<file path="src/rtl/distrib_law_sweeper.sv">
// Boolean-identity sweeper: steps {a,b,c} through every combination, counts lhs/rhs mismatches.
// Optional DLS_FAULT_INJECT_EN adds a fault_en input that corrupts rhs[0] whenever c[0] is set.
module distrib_law_sweeper #(
    parameter int unsigned W = 1
) (
    input  logic             clk,
    input  logic             rst,
    input  logic             start,
    input  logic [1:0]       law,
`ifdef DLS_FAULT_INJECT_EN
    input  logic             fault_en,
`endif
    output logic [W-1:0]     a,
    output logic [W-1:0]     b,
    output logic [W-1:0]     c,
    output logic [W-1:0]     lhs,
    output logic [W-1:0]     rhs,
    output logic             busy,
    output logic             done,
    output logic             pass,
    output logic [3*W:0]     err_count,
    output logic [3*W-1:0]   first_fail
);

    localparam int unsigned VW = 3 * W;
    localparam int unsigned CW = 3 * W + 1;

    typedef enum logic [1:0] {
        IDLE  = 2'd0,
        SWEEP = 2'd1,
        DONE  = 2'd2
    } state_t;

    state_t          state_q, state_d;
    logic [VW-1:0]   vec_q, vec_d;
    logic [1:0]      law_q, law_d;
    logic [CW-1:0]   err_q, err_d;
    logic [VW-1:0]   ff_q, ff_d;
    logic            seen_q, seen_d;
    logic [W-1:0]    rhs_true;
    logic            mismatch;

    assign {a, b, c} = vec_q;

    // Both sides of the latched identity on the current operands
    always_comb begin
        lhs      = '0;
        rhs_true = '0;
        case (law_q)
            2'd0: begin
                lhs      = a & (b | c);
                rhs_true = (a & b) | (a & c);
            end
            2'd1: begin
                lhs      = a | (b & c);
                rhs_true = (a | b) & (a | c);
            end
            2'd2: begin
                lhs      = ~(a & b);
                rhs_true = ~a | ~b;
            end
            default: begin
                lhs      = a | (a & b);
                rhs_true = a;
            end
        endcase
`ifdef DLS_FAULT_INJECT_EN
        rhs = rhs_true ^ W'(fault_en & c[0]);
`else
        rhs = rhs_true;
`endif
        mismatch = (lhs != rhs);
    end

    always_ff @(posedge clk or posedge rst) begin
        if (rst) begin
            state_q <= IDLE;
            vec_q   <= '0;
            law_q   <= '0;
            err_q   <= '0;
            ff_q    <= '0;
            seen_q  <= 1'b0;
        end else begin
            state_q <= state_d;
            vec_q   <= vec_d;
            law_q   <= law_d;
            err_q   <= err_d;
            ff_q    <= ff_d;
            seen_q  <= seen_d;
        end
    end

    // Next-state and datapath updates
    always_comb begin
        state_d = state_q;
        vec_d   = vec_q;
        law_d   = law_q;
        err_d   = err_q;
        ff_d    = ff_q;
        seen_d  = seen_q;
        case (state_q)
            IDLE, DONE: begin
                if (start) begin
                    state_d = SWEEP;
                    law_d   = law;
                    vec_d   = '0;
                    err_d   = '0;
                    ff_d    = '0;
                    seen_d  = 1'b0;
                end
            end
            SWEEP: begin
                if (mismatch) begin
                    err_d = err_q + CW'(1);
                    if (!seen_q) begin
                        seen_d = 1'b1;
                        ff_d   = vec_q;
                    end
                end
                // Counter holds at all-ones in DONE rather than wrapping
                if (vec_q == '1) begin
                    state_d = DONE;
                end else begin
                    vec_d = vec_q + VW'(1);
                end
            end
            default: state_d = IDLE;
        endcase
    end

    assign busy       = (state_q == SWEEP);
    assign done       = (state_q == DONE);
    assign pass       = done && (err_q == '0);
    assign err_count  = err_q;
    assign first_fail = ff_q;

endmodule

</file>
<file path="config.mk">
export PLATFORM = sky130hd
export DESIGN_NAME = distrib_law_sweeper
export DESIGN_NICKNAME = d
export VERILOG_FILES = /design/src/rtl/distrib_law_sweeper.sv
export SDC_FILE = /design/constraint.sdc
export NUM_CORES = 1
export LEC_CHECK = 0
export CAP_MARGIN = 20
export CORE_ASPECT_RATIO = 2
export CORE_MARGIN = 2
export CORE_UTILIZATION = 30
export DETAILED_ROUTE_END_ITERATION = 6
export PLACE_DENSITY_LB_ADDON = 0.15
export SETUP_SLACK_MARGIN = 0.4
export SLEW_MARGIN = 30
export SYNTH_ARGS = -nofsm -noshare
export SYNTH_HDL_FRONTEND = slang
export SYNTH_SLANG_ARGS = --single-unit
</file>
<file path="constraint.sdc">
create_clock -name clk -period 3.4 [get_ports clk]
set_input_delay 0.68 -clock clk [delete_from_list [all_inputs] [get_ports clk]]
set_output_delay 0.68 -clock clk [all_outputs]
set_load 0.01 [all_outputs]
</file>
After elaboration in Yosys (flattened, before gate mapping)
Cells that the tools add are included.

word-level totals
  register bits = 15
  latch bits = 0
  RAM bits = 0
  memory bits (read-only) = 0
  bits of input ports = 5
  output and inout bits = 15
  logic and storage cells = 62
  memories = 0

cells by class
  $add $sub $neg = 2
  multiply operators = 0
  div/mod/pow operators = 0
  $lt $le $gt $ge = 0
  equality and inequality tests = 11
  shifts and indexed selects = 0
  multiplexer cells = 17
  bitwise gates (word level) = 15
  reductions and logical operators = 11

operators with widths
  kind                                                                      count
  3-bit 2-to-1 mux                                                          4
  3-bit case mux with 2 select lines                                        2
  4-bit 2-to-1 mux                                                          2
  4-bit case mux with 2 select lines                                        1
  1-bit bitwise OR                                                          7
  2-bit inequality test (second input constant)                             3
  1-bit case mux with 3 select lines                                        2
  3-bit AND reduction                                                       2
  1-bit bitwise AND                                                         5
  4-bit by 1-bit adder with 4-bit output (second input constant)            1
  2-bit by 1-bit equality test with 1-bit output (second input constant)    2
  2-bit equality test (second input constant)                               2
  2-bit logical NOT                                                         2
  4-bit logical NOT                                                         1
  2-bit 2-to-1 mux                                                          2
  2-bit by 1-bit inequality test with 1-bit output (second input constant)  2
  2-bit case mux with 2 select lines                                        1
  2-bit AND reduction                                                       2
  4-bit AND reduction                                                       1
  3-bit by 1-bit adder with 3-bit output (second input constant)            1
  3-bit equality test (second input constant)                               1
  1-bit inverter                                                            3
  1-bit 2-to-1 mux                                                          2
  1-bit case mux with 2 select lines                                        1
  4 further kinds                                                           4

Logic depth before layout (Yosys ltp)
Gate-level depths: netlist of the first run.

  depth after elaboration = 6
  mapped depth = 8
  gate-level depth less buffers = 7

Least setup slack after synthesis of the first run
OpenSTA, ideal clock, no wires.

  kind = reg2reg
  start point = register vec_q[1]
  end point = register err_q[2], in the netlist err_count[2]
  library setup time = 128 ps
  data arrival time = 2004 ps
  data required time = 3272 ps
  setup slack = 1269 ps
  cell stages (with the launch flop) = 9
  path buffers = 1
  clock period less this slack = 2131 ps
  path through = dfrtp_1 buf_6 inv_1 ha_1 or3_1 a211o_1 a311o_4 a21oi_1 mux2i_1

on the way
  cells in the longest elaborated chain, start to end = 6
  elaborated cells on any way between the ends = 17
  classes of those cells = 2 x eq/ne; 2 x mux; 12 x bitwise; 1 x reduce/logical

ends and longest elaborated chain
  item                                                                   RTL line    text
  start: declaration                                                     35          logic [VW-1:0] vec_q, vec_d;
  start signal: assignment                                               85          vec_q <= vec_d;
  1-bit bitwise AND (tied with other cells)                              52, 59, 63
  1-bit bitwise OR (tied with other cells)                               63          lhs = a | (a & b);
  1-bit case mux with 3 select lines                                     49          case (law_q)
  1-bit inequality test (*)                                              72          mismatch = (lhs != rhs);
  2-bit by 1-bit inequality test with 1-bit output (no source line) (*)  --
  3-bit AND reduction (no source line) (*)                               --
  end signal: assignment                                                 87          err_q <= err_d;
  end: declaration                                                       37          logic [CW-1:0] err_q, err_d;

Mark *: on every way between the ends. The rest lies on a longest branch, timed or not.
A chain may end at the register's enable or synchronous reset.

Worst setup path after layout of the first run
  start point = register vec_q[1]
  end point = output port lhs

on the way
  cells in the longest elaborated chain, start to end = 3
  elaborated cells on any way between the ends = 8
  classes of those cells = 1 x mux; 7 x bitwise

ends and longest elaborated chain
  item                                       RTL line  text
  1-bit bitwise AND (tied with other cells)  59, 63
  1-bit bitwise OR (tied with other cells)   63
  1-bit case mux with 3 select lines (*)     49
  end: declaration                           16        output logic [W-1:0] lhs,

Marked as above.

==> summary.txt, run 1 <==
Route
  – Drt total wl: 1820 um
  – DR vias: 700
  – Number of remaining DRC errors: 0
  – Drt pass-1 iters: 4
  – Via/cell ratio: 5.04
  – Detail Route Antenna Nets: 0
  – Avg WL per Cell: 13.1 um
  – Initial drt markers: 9

Clock tree
  – Hold bufs inserted after CTS: 0
  – Clk sink count: 15
  – Worst-Skew Late Latency: 240 ps
  – Reg clk slew, reported paths: 60 ps
  – Setup bufs post-CTS: 0
  – CTS Root Cell: clkbuf_8
  – Worst-case clock buffer depth: 2
  – H-tree levels: 1
  – Inserted Clock Buffers: 3
  – CTS tree: built
  – Post-CTS sizing: 0

GRT
  – Vias in the first global route: 718
  – Most Crowded Layer GR: met2
  – Met1 Use GR: 14.2%
  – Gr usage total: 12.6%
  – Gr ovfl total: 0
  – Initial antenna violation count: 0
  – M2 GR Usage: 23.3%
  – Met3 usage: 1.36%
  – First-pass GRT wire length: 3300 um
  – Maximum number of pins on one net before global-route repair: 16

STA
  – Worst-Margin Slew: 576 ps
  – Relative slew margins: 61.5%
  – Tmin final: 2720 ps
  – Peak Freq: 367 MHz
  – Final Cycle Share: 80.1%
  – RSZ-0062 raised after global routing: no
  – Clock skew: 2.67 ps
  – Fin. max-slew vios: 0
  – Setup Viol. Count Final: 0
  – Setup tns final: 0 ps
  – Hold Vio Cnt, Final: 0

Cells and area
  – Finished Layout Cells: 139
  – Antenna cell count: 0
  – Commonest non-fill, non-tap cell in the layout: clkdlybuf4s50_1
  – Final instance area: 0.00112 mm2
  – Area grow syn2layout: 29.1%
  – Nets: 121
  – Most frequent cells in the layout: clkdlybuf4s50_1, dfrtp_1, nand2_1
  – Finished Core Util: 40.9%
  – Layout cells sized above 1: 9.09%
  – Filler instances: 274

Worst setup path
  – R2R Setup Slk: 1150 ps
  – CP startpoint kind: flop
  – Reg2reg end: err_count[2]$_DFFE_PP0P_
  – Worst Setup EP: lhs
  – R2r worst-path depth: 7
  – R2R Path Start: vec_q[1]$_DFFE_PP0P_
  – Worst Setup Path Type: flop to output pin
  – CP required: 2720 ps
  – Crit path from: vec_q[1]$_DFFE_PP0P_
  – CP endpoint kind: output pin
  – CP arrival: 2040 ps
  – Top fanout value on the critical path: 11

Run status
  – Outcome: finished clean

Floorplanning
  – I/O pin count: 20
  – Row count: 27
  – Die ar.: 0.00336 mm2
  – Die width: 42.0 um
  – Core area: 0.00274 mm2
  – Die Span Y: 80.0 um
  – Initial core utilization: 31.7%

Synth
  – Syn_area_per_cell: 9.63 um2
  – Yosys warning count: 0
  – Post-synthesis sequential area ratio: 43.3%
  – Flops & latches, synth: 15
  – Gate Count Post-Synth: 90
  – Yosys cell types: 29
  – Mapped Area: 867 um2
  – Post-Syn Nets: 100

Power
  – Static Leak: 0.000503 uW
  – Pwr dens: 868 mW/mm2
  – Peak VDD IR: 0.000433 V

Place
  – DP Wirelength: 1400 um
  – Post-Place Cells: 135
  – Port buffer count: 19
  – GPL Wtd Cong: 0.792
  – Area of placed instances: 0.00107 mm2

Job
  – Max Cap Viol: 0

Worst hold path
  – Hold Crit Class: flop to flop
flip-flops by register name (all words and copies together), names as in the netlist:
| name | flops |
|---|---|
| first_fail | 3 |
| err_count | 4 |
| vec_q | 3 |
| law_q | 2 |
| state_q | 2 |
| seen_q | 1 |
metrics by stage:
stage               hold WS, ps  total power, uW  setup WS, ps
finish                      502              972           678
floorplan                   522              642          1270
global placement            492              839           963
detailed placement          488              841           925
global route                539             1070           507
CTS                         502              988           657
worst min-delay path by stage:
stage	startpoint	to	slack [ps]	cells past startpoint
final	first_fail[0]$_DFFE_PP0P_	first_fail[0]$_DFFE_PP0P_	500	1
after global routing	first_fail[2]$_DFFE_PP0P_	first_fail[2]$_DFFE_PP0P_	540	1
after CTS	first_fail[2]$_DFFE_PP0P_	first_fail[2]$_DFFE_PP0P_	500	1
after detailed placement	first_fail[2]$_DFFE_PP0P_	first_fail[2]$_DFFE_PP0P_	490	1
after global placement	err_count[3]$_DFFE_PP0P_	err_count[3]$_DFFE_PP0P_	490	1
after floorplan	seen_q$_DFFE_PP0P_	seen_q$_DFFE_PP0P_	520	2
worst max-delay path, stage by stage (launching register included):
cell             delay (ps)
dfrtp_1                 510
inv_1                   100
ha_1                    240
nand2b_1                140
a21oi_1                 150
a21oi_1                  50
nand2_1                  80
clkdlybuf4s50_1         530
layer usage:
metal	vias to the layer above	part of all wire, %
li1	355	-
met1	326	41
met2	15	53
met3	4	3.6
met4	0	1.7
met5	-	0
kinds of logic after synthesis:
| kind of cell | Yosys count | synth area share (%) |
|---|---|---|
| buf+inv | 13 | 6.49 |
| flops | 15 | 43.3 |
| compound gates | 21 | 17.9 |
| fa+ha+maj | 5 | 7.22 |
| simple gates | 31 | 19.0 |
| mux | 5 | 6.06 |
synth_stat cells:
library cell | count | area, um2
mux2_2 | 2 | 22.5
o311ai_0 | 1 | 8.76
dfrtp_1 | 15 | 375
nand2_1 | 12 | 45.0
a22o_1 | 3 | 26.3
nor4b_1 | 1 | 8.76
a21oi_1 | 3 | 15.0
inv_2 | 1 | 3.75
nor4bb_1 | 1 | 10.0
nand3_1 | 5 | 25.0
nand2b_1 | 5 | 31.3
inv_1 | 9 | 33.8
a311oi_2 | 1 | 15.0
nor3_1 | 1 | 5.00
o21ai_1 | 4 | 20.0
clkbuf_1 | 2 | 7.51
a211o_1 | 1 | 8.76
nor2_1 | 2 | 7.51
a31oi_1 | 1 | 6.26
mux2i_1 | 3 | 30.0
a211o_2 | 1 | 10.0
and3b_1 | 1 | 8.76
nand4_1 | 1 | 6.26
ha_1 | 5 | 62.6
a311o_4 | 1 | 20.0
o21ai_0 | 5 | 25.0
nor2_4 | 1 | 11.3
or3_1 | 1 | 6.26
buf_6 | 1 | 11.3
where the power goes:
part | switching (uW) | internal, uW
sequential | 106 | 242
clock | 58.0 | 82.8
combinational | 229 | 255
cell type report:
class	instances	area, um2	area share [%]
multi-input cells	62	435	38.9
flip-flops and latches	15	375	33.5
repair buffers	19	190	17.0
clock buffers	4	45.0	4.02
inverters	10	37.5	3.35
well taps	29	36.3	3.24
Note: power is estimated with default switching activity, not from simulation.
==> run 2, diff against run 1 <==
==> constraint.sdc (replaced) <==
create_clock -name clk -period 2.43 [get_ports clk]
set_input_delay 0.486 -clock clk [delete_from_list [all_inputs] [get_ports clk]]
set_output_delay 0.486 -clock clk [all_outputs]
set_load 0.01 [all_outputs]
==> run 2 against run 1 <==
Sequential power is 34% higher. Clock skew decreased by 1.9 ps. Largest cell class unchanged. Utilization grew 4.2 points. Critical path type is now flop to flop. Sequential share of layout area fell by 2.8 points. Hold slack is essentially flat. Cell count up 7.2%. Combinational power rose by 82%. Wire length rose by 6.5%. First-iteration DRC count rose by 22%. Global-route usage shrank 0.34 points. Die area stayed put.
==> summary.txt, run 2 (synthesized netlist as in run 1, its figures left out) <==
GRT
  – Most Crowded Layer GR: met2
  – Maximum number of pins on one net before global-route repair: 16
  – Met3 usage: 2.49%
  – Vias in the first global route: 717
  – Gr usage total: 12.3%
  – M2 GR Usage: 22.0%
  – First-pass GRT wire length: 3150 um
  – Initial antenna violation count: 0
  – Gr ovfl total: 0
  – Met1 Use GR: 13.3%

Clock tree
  – CTS Root Cell: clkbuf_8
  – H-tree levels: 1
  – Inserted Clock Buffers: 3
  – Worst-Skew Late Latency: 240 ps
  – Reg clk slew, reported paths: 60 ps
  – Worst-case clock buffer depth: 2
  – CTS tree: built
  – Clk sink count: 15

STA
  – Setup WS post-layout: 307 ps
  – Setup tns final: 0 ps
  – Hold Vio Cnt, Final: 0
  – Relative slew margins: 61.3%
  – Tmin final: 2120 ps
  – Fin. max-slew vios: 0
  – Peak Freq: 471 MHz
  – Final Cycle Share: 87.4%
  – Clock skew: 0.821 ps
  – Worst-Margin Slew: 579 ps
  – Final hold slack: 502 ps
  – Setup Viol. Count Final: 0
  – RSZ-0062 raised after global routing: yes

Cells and area
  – Nets: 131
  – Layout cells sized above 1: 25.8%
  – Area grow syn2layout: 42.4%
  – Max reg flops: 4
  – Commonest non-fill, non-tap cell in the layout: clkdlybuf4s50_1
  – Antenna cell count: 0
  – Most frequent cells in the layout: clkdlybuf4s50_1, dfrtp_1, nand2_1
  – Final instance area: 0.00123 mm2

Place
  – Area of placed instances: 0.00110 mm2
  – GPL Wtd Cong: 0.712
  – DP Wirelength: 1390 um
  – Pre-CTS setup slack: 275 ps
  – Port buffer count: 19

Floorplanning
  – I/O pin count: 20
  – Row count: 27
  – Initial core utilization: 31.7%
  – Die Span Y: 80.0 um
  – Core area: 0.00274 mm2
  – Die ar.: 0.00336 mm2
  – Die width: 42.0 um

Worst setup path
  – CP endpoint kind: flop
  – Worst Setup Path Type: flop to flop
  – Top fanout value on the critical path: 6
  – CP required: 2560 ps
  – CP arrival: 2250 ps
  – CP startpoint kind: flop

Run status
  – Outcome: finished clean

Power
  – Peak VDD IR: 0.000744 V
  – Static Leak: 0.000562 uW
  – Total Power: 1540 uW
  – Pwr dens: 1250 mW/mm2

Route
  – Drt pass-1 iters: 4
  – Number of remaining DRC errors: 0
  – Detail Route Antenna Nets: 0
  – DR vias: 747
  – Avg WL per Cell: 13.0 um
  – Via/cell ratio: 5.01
  – Drt total wl: 1940 um
  – Initial drt markers: 11

Job
  – Max Cap Viol: 0

Worst hold path
  – Hold Crit Class: flop to flop
run 2: changes by cell type in the layout (fill, tap and decap cells not counted), sizes merged:
cell	change
clkbuf	+2
buf	+10
clkdlybuf4s50	-3
dlygate4sd2	+1
run 2: path summary, 6_finish.rpt:
kind                                                 from                        end  slack, ps  cells after the start
min in group asynchronous                             rst     state_q[1]$_DFFE_PP0P_        600                      2
worst max register to register       vec_q[1]$_DFFE_PP0P_  first_fail[0]$_DFFE_PP0P_        310                      9
worst min-delay path            first_fail[2]$_DFFE_PP0P_  first_fail[2]$_DFFE_PP0P_        500                      1
worst max-delay path                 vec_q[1]$_DFFE_PP0P_  first_fail[0]$_DFFE_PP0P_        310                      9
worst min register to register  first_fail[2]$_DFFE_PP0P_  first_fail[2]$_DFFE_PP0P_        500                      1
max in group asynchronous                             rst       vec_q[1]$_DFFE_PP0P_       1420                      2
run 2: power by group:
group	switching [uW]	internal, uW
Combinational	406	472
Sequential	122	344
Clock	81.5	116
Total	610	932
run 2: critical path: stages (launching register included):
cell and delay, ps:
dfrtp_2 430, buf_12 120, inv_6 30, ha_4 150
buf_4 130, and3b_1 160, o21ai_0 380, a311o_4 330
nor2_4 50, a22o_1 230
run 2: repair_timing:
action	in CTS	in global routing
gates cloned	0	0
setup endpoints to repair	11	10
resized for setup	9	7
setup buffers	9	0
hold buffers	0	0
hold endpoints to repair	0	0
pin swaps	8	2
run 2: area by class of cell:
type / instances / area, um2
multi-input combinational: 62 / 462
tap: 29 / 36.3
inverter: 10 / 42.5
sequential: 15 / 379
clock buffer: 4 / 45.0
fill: 258 / 1500
timing repair buffer: 29 / 270
run 2: per-stage QoR:
| stage | instances | util [%] |
|---|---|---|
| global route | 149 | 45.1 |
| detailed placement | 136 | 40.3 |
| finish | 149 | 45.1 |
| global placement | 136 | 40.3 |
| floorplan | 90 | - |
| CTS | 149 | 45.2 |
run 2: metal layers:
metal  vias to the layer above  part of all wire (%)
met3                         6                   4.1
met2                        20                    55
li1                        373                     -
met4                         0                   2.4
met5                         -                     0
met1                       348                    39
==> run 3, diff against run 2 <==
--- a/config.mk
+++ b/config.mk
@@ -6,9 +6,8 @@
 export NUM_CORES = 1
 export LEC_CHECK = 0
 export CAP_MARGIN = 20
-export CORE_ASPECT_RATIO = 2
 export CORE_MARGIN = 2
-export CORE_UTILIZATION = 30
+export CORE_UTILIZATION = 40
 export DETAILED_ROUTE_END_ITERATION = 6
 export PLACE_DENSITY_LB_ADDON = 0.15
 export SETUP_SLACK_MARGIN = 0.4
==> run 3 against run 2 <==
Worst setup slack gained 30 ps. Non-clock buffer count grew 1. Critical path depth shrank 2. Clock skew grew 1.2 ps. Sequential power grew 2%. Die area shrank 24%. Combinational power grew 3.3%. Global-route usage grew 3.6 points. Maximum frequency grew 1.4%. Via count grew 3.3%.
==> summary.txt, run 3 (synthesized netlist as in run 1, its figures left out) <==
Worst setup path
  – Slowest stage delay, CP: 490 ps
  – Worst Setup Path Type: flop to flop
  – CP required: 2660 ps
  – CP arrival: 2320 ps
  – Worst-path cell chain: buf_4 -> ha_4 -> nor4bb_2 -> o21ai_1 -> a311o_4 -> nor2_4 -> a22o_1
  – CP max-delay cell: a311o_4
  – CP endpoint kind: flop
  – Top fanout value on the critical path: 6
  – CP startpoint kind: flop

Clock tree
  – Worst-Skew Late Latency: 290 ps
  – Reg clk slew, reported paths: 90 ps
  – CTS Root Cell: clkbuf_4
  – Worst-case clock buffer depth: 2
  – Inserted Clock Buffers: 3
  – H-tree levels: 1
  – CTS tree: built
  – Clk sink count: 15

Floorplanning
  – Initial core utilization: 43.3%
  – Die ar.: 0.00256 mm2
  – Die Span Y: 50.6 um
  – Die width: 50.6 um
  – I/O pin count: 20
  – Row count: 16
  – Core area: 0.00200 mm2

STA
  – RSZ-0062 raised after global routing: yes
  – Fin. max-slew vios: 0
  – Setup Viol. Count Final: 0
  – Clock skew: 2.03 ps
  – Tmin final: 2090 ps
  – Final Cycle Share: 86.1%
  – Setup WS post-layout: 337 ps
  – Relative slew margins: 60.7%
  – Final hold slack: 507 ps
  – Hold Vio Cnt, Final: 0
  – Worst-Margin Slew: 589 ps
  – Setup tns final: 0 ps
  – Peak Freq: 478 MHz

Run status
  – Outcome: finished clean

Worst hold path
  – Hold Crit Class: flop to flop

Cells and area
  – Multi-input gate area: 502 um2
  – Layout cells sized above 1: 32.2%
  – Filler instances: 179
  – Commonest non-fill, non-tap cell in the layout: clkdlybuf4s50_1
  – Nets: 132
  – Area grow syn2layout: 44.0%
  – Antenna cell count: 0
  – FF+latch area: 382 um2
  – Max reg flops: 4
  – Most frequent cells in the layout: clkdlybuf4s50_1, nand2_1, dfrtp_1

Route
  – Detail Route Antenna Nets: 0
  – DR vias: 772
  – Drt total wl: 1940 um
  – Drt pass-1 iters: 4
  – Number of remaining DRC errors: 0
  – Via/cell ratio: 5.22
  – Avg WL per Cell: 13.1 um
  – Initial drt markers: 7

GRT
  – Gr usage total: 15.9%
  – Gr ovfl total: 0
  – Maximum number of pins on one net before global-route repair: 16
  – Initial antenna violation count: 0
  – First-pass GRT wire length: 2950 um
  – Vias in the first global route: 668

Power
  – Clock power share: 9.6%
  – Pwr dens: 1220 mW/mm2
  – Peak VDD IR: 0.000627 V
  – Combinational Power Share: 59.4%
  – Static Leak: 0.000560 uW
  – Cell internal pwr: 893 uW
  – Sw Ratio: 41.6%
  – Seq pwr share: 31.0%
  – Sw power: 636 uW

Place
  – DP Wirelength: 1270 um
  – GPL Wtd Cong: 0.718
  – Port buffer count: 19
  – Pre-CTS setup slack: 226 ps

Job
  – Max Cap Viol: 0
==> run 3: changes by cell type in the layout (fill, tap and decap cells not counted), sizes merged <==
cell,change
buf,+2
dlygate4sd2,-1
==> run 3: power groups by stage <==
stage               logic (uW)  registers [uW]  clock network [uW]
floorplan                  471             456                   0
global placement           718             476                   0
detailed placement         728             481                   0
CTS                        802             463                 155
global route               988             488                 168
finish                     908             473                 147
==> run 3: worst max-delay path, delay by kind of cell, from the launching register on <==
kind                       cells  cell delay (ps)
DFF                            1              470
AOI/OAI and AO/OA              3              830
and+or+nand+nor                2              430
adders and majority gates      1              160
buffers and inverters          1              160
==> run 3: final timing paths <==
path	startpoint	end	slack, ps	depth (start not counted)
worst max register to register	vec_q[0]$_DFFE_PP0P_	first_fail[1]$_DFFE_PP0P_	340	7
worst min-delay path	first_fail[2]$_DFFE_PP0P_	first_fail[2]$_DFFE_PP0P_	510	1
min in group asynchronous	rst	seen_q$_DFFE_PP0P_	550	2
worst max-delay path	vec_q[0]$_DFFE_PP0P_	first_fail[1]$_DFFE_PP0P_	340	7
max in group asynchronous	rst	vec_q[2]$_DFFE_PP0P_	1460	2
worst min register to register	first_fail[2]$_DFFE_PP0P_	first_fail[2]$_DFFE_PP0P_	510	1
==> run 3: layout make-up <==
type | instances | share of cell area [%]
Timing Repair Buffer | 30 | 21.2
Sequential cell | 15 | 30.6
Multi-Input combinational cell | 62 | 40.2
Inverter | 10 | 3.21
Clock buffer | 4 | 2.10
Tap cell | 27 | 2.71
==> run 3: per-stage QoR <==
step / utilization, % / total power (uW) / instance area, um2 / instances
6_report: 62.4 / 1530 / 1250 / 148
5_1_grt: 62.4 / 1640 / 1250 / 148
3_3_place_gp: 54.9 / 1190 / 1100 / 134
3_5_place_dp: 54.9 / 1210 / 1100 / 134
4_1_cts: 58.5 / 1420 / 1170 / 143
2_1_floorplan: - / 927 / 887 / 90
==> run 3: routing by layer <==
layer,wire (um),GRT usage [%],part of all wire (%)
met1,923,19.9,48
met4,33,9.46,1.7
met3,79,3.87,4.1
met5,0,0,0
met2,906,24.8,47
==> run 3: timing repair <==
action | CTS | global route
hold buffers | 0 | 0
pin swaps | 4 | 4
gates resized for setup | 10 | 20
setup buffers | 5 | 5
endpoints found under the setup margin | 11 | 12
